**src/rtl/registro_piso.sv**
```systemverilog
// registro_piso: parallel-in, serial-out register with a valid/ready load
// handshake, clock-enable pacing and first/last-bit frame strobes.
// Serial outputs are registered from the next-state values, so the only
// combinational input-to-output path is load_ready through enable.
module registro_piso #(
  parameter int N         = 32,
  parameter bit MSB_FIRST = 1'b1
) (
  input  logic         clock,
  input  logic         reset,
  input  logic [N-1:0] D,
  input  logic         load_valid,
  output logic         load_ready,
  input  logic         enable,
  output logic         sout,
  output logic         notsout,
  output logic         sout_valid,
  output logic         frame_start,
  output logic         frame_end,
  output logic         busy
);

  localparam int CW = (N > 1) ? $clog2(N) : 1;
  localparam logic [CW-1:0] CNT_LAST = CW'(N - 1);
  localparam logic [CW-1:0] CNT_ZERO = CW'(0);
  localparam logic [CW-1:0] CNT_ONE  = CW'(1);

  typedef enum logic {
    IDLE  = 1'b0,
    SHIFT = 1'b1
  } state_t;

  state_t         state_r;
  state_t         state_nx_s;
  logic [N-1:0]   sh_r;
  logic [N-1:0]   sh_nx_s;
  logic [CW-1:0]  cnt_r;
  logic [CW-1:0]  cnt_nx_s;
  logic           last_s;
  logic           accept_s;

  // Bit presented on the link for a given shift-register content.
  function automatic logic serial_bit(input logic [N-1:0] w);
    if (MSB_FIRST) begin
      return w[N-1];
    end else begin
      return w[0];
    end
  endfunction

  // Shift-register content after sending the current bit.
  function automatic logic [N-1:0] advance(input logic [N-1:0] w);
    if (MSB_FIRST) begin
      return w << 1;
    end else begin
      return w >> 1;
    end
  endfunction

  // Handshake: ready in IDLE, or on an enabled last bit for back-to-back words.
  always_comb begin
    last_s     = (state_r == SHIFT) && (cnt_r == CNT_LAST);
    load_ready = 1'b0;
    if (state_r == IDLE) begin
      load_ready = 1'b1;
    end else if (last_s && enable) begin
      load_ready = 1'b1;
    end else begin
      load_ready = 1'b0;
    end
    accept_s = load_valid && load_ready;
  end

  // Next-state logic: load, advance one bit, or finish the word.
  always_comb begin
    state_nx_s = state_r;
    sh_nx_s    = sh_r;
    cnt_nx_s   = cnt_r;
    case (state_r)
      IDLE: begin
        if (accept_s) begin
          state_nx_s = SHIFT;
          sh_nx_s    = D;
          cnt_nx_s   = CNT_ZERO;
        end else begin
          state_nx_s = IDLE;
        end
      end
      SHIFT: begin
        if (!enable) begin
          state_nx_s = SHIFT;
        end else if (!last_s) begin
          sh_nx_s  = advance(sh_r);
          cnt_nx_s = cnt_r + CNT_ONE;
        end else if (accept_s) begin
          sh_nx_s  = D;
          cnt_nx_s = CNT_ZERO;
        end else begin
          state_nx_s = IDLE;
        end
      end
      default: begin
        state_nx_s = IDLE;
        sh_nx_s    = '0;
        cnt_nx_s   = CNT_ZERO;
      end
    endcase
  end

  // Core state registers.
  always_ff @(posedge clock or negedge reset) begin
    if (!reset) begin
      state_r <= IDLE;
      sh_r    <= '0;
      cnt_r   <= CNT_ZERO;
    end else begin
      state_r <= state_nx_s;
      sh_r    <= sh_nx_s;
      cnt_r   <= cnt_nx_s;
    end
  end

  // Registered serial outputs and frame strobes, aligned with the core state.
  always_ff @(posedge clock or negedge reset) begin
    if (!reset) begin
      sout        <= 1'b0;
      notsout     <= 1'b1;
      sout_valid  <= 1'b0;
      frame_start <= 1'b0;
      frame_end   <= 1'b0;
      busy        <= 1'b0;
    end else begin
      sout        <= (state_nx_s == SHIFT) && serial_bit(sh_nx_s);
      notsout     <= !((state_nx_s == SHIFT) && serial_bit(sh_nx_s));
      sout_valid  <= (state_nx_s == SHIFT);
      frame_start <= (state_nx_s == SHIFT) && (cnt_nx_s == CNT_ZERO);
      frame_end   <= (state_nx_s == SHIFT) && (cnt_nx_s == CNT_LAST);
      busy        <= (state_nx_s == SHIFT);
    end
  end

endmodule
```
**config.mk**
```make
export PLATFORM = sky130hd
export DESIGN_NAME = registro_piso
export DESIGN_NICKNAME = d
export VERILOG_FILES = /design/src/rtl/registro_piso.sv
export SDC_FILE = /design/constraint.sdc
export NUM_CORES = 1
export LEC_CHECK = 0
export CAP_MARGIN = 20
export CORE_MARGIN = 10
export CORE_UTILIZATION = 38
export CTS_CLUSTER_DIAMETER = 60
export DETAILED_ROUTE_END_ITERATION = 16
export PLACE_DENSITY_LB_ADDON = 0.08
export REMOVE_ABC_BUFFERS = 1
export SKIP_CTS_REPAIR_TIMING = 1
export SLEW_MARGIN = 40
export SYNTH_ARGS = -nofsm -noshare
export SYNTH_HDL_FRONTEND = slang
export SYNTH_SLANG_ARGS = --single-unit
```
**constraint.sdc**
```tcl
create_clock -name clock -period 4.15 [get_ports clock]
set_input_delay 0.83 -clock clock [delete_from_list [all_inputs] [get_ports clock]]
set_output_delay 0.83 -clock clock [all_outputs]
set_load 0.03 [all_outputs]
```
[Word-level counts from Yosys, hierarchy flattened]
Index checks and enable logic that the tools add are counted.
W data, S select, Z words.
Storage, ports and cells
  register bits: 42
  input bits: 36
  output and inout port bits: 7
  logic and storage cells: 35
Cells by class
  $add $sub $neg: 1
  equal/unequal tests: 3
  multiplexer cells: 14
  bitwise logic cells: 1
  reduce and logical (&&, ||, !) cells: 8
Operator list (number)
  $mux W32: 3
  $pmux W32 S2: 1
  $mux W5: 3
  $eq A5 B5 Y1 const B: 2
  $pmux W5 S2: 1
  $logic_and A1 B1 Y1: 6
  $add A5 B1 Y5 const B: 1
  $logic_not A5 Y1: 1
  $mux W1: 5
  $ne A2 B2 Y1 const B: 1
  $pmux W1 S2: 1
  $logic_not A1 Y1: 1
  $not A1 Y1: 1

[Longest topological paths before layout]
  word-level depth: 12
  mapped depth: 8
  depth with buffers taken out: 8

[Worst setup path before layout]
OpenSTA, ideal clock, no wires.
  kind: register to output
  from: register cnt_r[0]
  to: output load_ready
  arrival time: 1.348 ns
  required time: 3.320 ns
  setup slack: 1.972 ns
  stages on the path, launching flop included: 6
  buffers on the path: 0
  path through: dfrtp_1 ha_1 and3_1 ha_1 a21boi_4 inv_2
Between the ends
  cells in the longest elaborated chain, start to end: 5
RTL lines
  start: declaration: RTL line 37  | logic [CW-1:0] cnt_r;
  start signal: assignment: RTL line 119  | cnt_r <= cnt_nx_s;
  $eq A5 B5 Y1: RTL line 62  | last_s = (state_r == SHIFT) && (cnt_r == CNT_LAST);
  $logic_and A1 B1 Y1: RTL line 62
  $logic_and A1 B1 Y1: RTL line 66  | end else if (last_s && enable) begin
  $mux W1: RTL line 66
  $mux W1: RTL line 64  | if (state_r == IDLE) begin
  end: declaration: RTL line 13  | output logic load_ready,
No other way between the ends.

[Worst setup path after layout]
Ends and elaborated chain as after synthesis.

==> impl_metrics.yaml <==
final_layout:
  drive_gt1_share_pct: 12.75
  syn_to_final_growth_pct: 26.80
  antennaDiodeCount: 0
  final_util_pct: 50.88
  finalNonFillerCells: 271
  mostFrequentLayoutCells: "dfrtp_1, clkdlybuf4s50_1, inv_1"
  nets: 241
  nFillCells: 466
  multi_input_area_um2: 674.4
  regArea_um2: 1052
floorplan:
  initial_core_util_pct: 40.13
  core_um2: 4817
  die-height_um: 91.33
  rows: 25
  boundaryPins: 43
  die_w_um: 91.33
  dieArea_um2: 8340
power_and_ir_drop:
  combPwrFrac_pct: 15.7
  pwr-share-seq_pct: 53.3
  p_sw_mw: 0.2144
  p_sw_share_pct: 24.93
  clockPowerShare_pct: 31.0
  p_leak_nw: 1.313
  ir_worst_vdd_mv: 0.1404
  powerDensity_nw_per_um2: 350.9
  intPower_mw: 0.6457
timing:
  clock.fmax_mhz: 314.8
  slew_violations: 0
  skew_ps: 8.373
  final_hold_viol_count: 0
  fin_crit_sh_pct: 76.54
  relSlewSlack_pct: 54.93
  finalSetupTns_ps: 0
  worst_slew_pin_slew_ps: 674.5
  finalSetupViolCount: 0
  timing.hold.ws_ps: 509.0
  min_period_ps: 3176
  grt_setup_unrepaired: "false"
cts:
  cts_tree: "yes"
  path_clk_slew_ps: 70
  ctsLongestPathBuffers: 2
  cts_sinks: 42
  cts-root-buf: "clkbuf_8"
  insertion_delay_ps: 290
  cts_buffers: 5
  cts_max_level: 2
drt:
  post_drt_via_cell_ratio: 5.450
  vias: 1477
  antenna_left: 0
  drt_pass1_iterations: 8
  wl_per_cell_um: 15.80
  initialDrtViolationCount: 174
  finalWirelength_mm: 4.283
  post-route-drc-count: 0
global_routing:
  first_global_vias: 1431
  grt_pass1_wl_mm: 7.051
  overflow: 0
  grt_antenna_before_repair: 0
  grt_start_max_net_pins: 43
  grtUsageTotal_pct: 10.33
setup_path:
  cp-end-kind: "primary output"
  r2r_slack_ps: 1720
  startpoint: "cnt_r[0]"
  timing.rr.start: "cnt_r[0]"
  arrival_ps: 2350
  r2r-end: "sh_r[27]"
  reg2reg_depth: 7
  critPathRequiredTime_ps: 3320
  critPathMaxFanout: 10
  crit_end: "load_ready"
  path_class: "reg2out"
  critPathLaunchType: "flip-flop"
synth:
  yosys_warnings: 0
  yosysSeqAreaShare_pct: 54.43
  synth-edff-count: 0
  async_flop_share_pct: 100.0
  synthFlopType: "dfrtp_1"
  synth_seq_cells: 42
  syn-cell-area_um2: 1933
  syn_inst: 166
  synth.distinct_cells: 37
  syn_avg_cell_area_um2: 11.65
place:
  numPortBuffers: 42
  gp_congestion: 0.8130
  hpwl_mm: 2.993
  dp_cells: 263
worst_hold_path:
  hp-class: "reg2reg"
  min_from: "sh_r[19]"
run:
  max_cap_violations: 0
run_status:
  status: "finished, final reports clean"
per-layer routing:
metal	wire length, um	vias up	track usage, %
li1	-	698	-
met1	2004	722	13.12
met2	1910	51	15.57
met3	313	6	4.115
met4	55	0	3.525
met5	0	-	0
power groups by stage:
stage	logic, mW	clock network [mW]	registers (mW)
2_1_floorplan	0.0672	0	0.468
3_3_place_gp	0.133	0	0.465
3_5_place_dp	0.136	0	0.466
4_1_cts	0.137	0.276	0.458
5_1_grt	0.151	0.296	0.462
6_report	0.135	0.266	0.459
worst max-delay path, stage by stage (launching register included):
cell	delay, ps
dfrtp_1	420
ha_1	250
and3_1	190
ha_1	290
a21boi_4	250
inv_2	70
clkdlybuf4s50_1	590
layout make-up:
class	instances	area share, %
clock inverters	1	0.2042
multi-input cells	77	27.51
clock buffers	7	3.522
flip-flops and latches	42	42.93
well taps	67	3.420
repair buffers	42	17.05
inverters	35	5.360
cells in the mapped netlist (all sizes together), types with 2 or more instances:
library cell  number  area share [%]
a21oi              2            0.52
a222oi            31              16
and2               2            0.71
and3               4             1.3
and3b              2             1.0
and4bb             2             1.3
buf                8             3.5
clkbuf             4            0.78
dfrtp             41              53
ha                 2             1.3
inv               35             6.8
nand2              5            0.97
nand2b             3             1.4
nor2               2            0.39
o2bb2ai            3             1.4
or2                4             1.3
worst min-delay path by stage:
stage / endpoint / slack (ps) / depth (start not counted)
2_1_floorplan: sh_r[0] / 470 / 1
3_3_place_gp: sh_r[12] / 480 / 2
3_5_place_dp: sh_r[30] / 490 / 2
4_1_cts: sh_r[20] / 510 / 2
5_1_grt: sh_r[25] / 540 / 2
6_report: sh_r[20] / 510 / 2
kinds of logic (layout without fill, tap and decap cells):
family / after synthesis / count (layout) / share of synthesized area, %
buffers and inverters: 47 / 85 / 11.07
AO/OA/AOI/OAI: 46 / 46 / 22.72
flip-flops: 42 / 42 / 54.43
AND/OR/NAND/NOR: 28 / 28 / 9.967
adder cells (fa/ha/maj): 2 / 2 / 1.294
multiplexers: 1 / 1 / 0.5178
through the flow:
step	area (um2)	power [mW]	setup WS, ps
detailed placement	2360	0.6025	996.1
finish	2451	0.8601	973.7
global placement	2352	0.5979	1040
floorplan	1851	0.5352	1797
global route	2451	0.9087	858.1
CTS	2451	0.8718	952.7
flip-flops by register name (all words and copies together), names as in the netlist:
register / count
busy: 1
cnt_r: 5
frame_end: 1
frame_start: 1
notsout: 1
sh_r: 32
sout: 1
No activity file was read; power rests on OpenSTA's default activity.
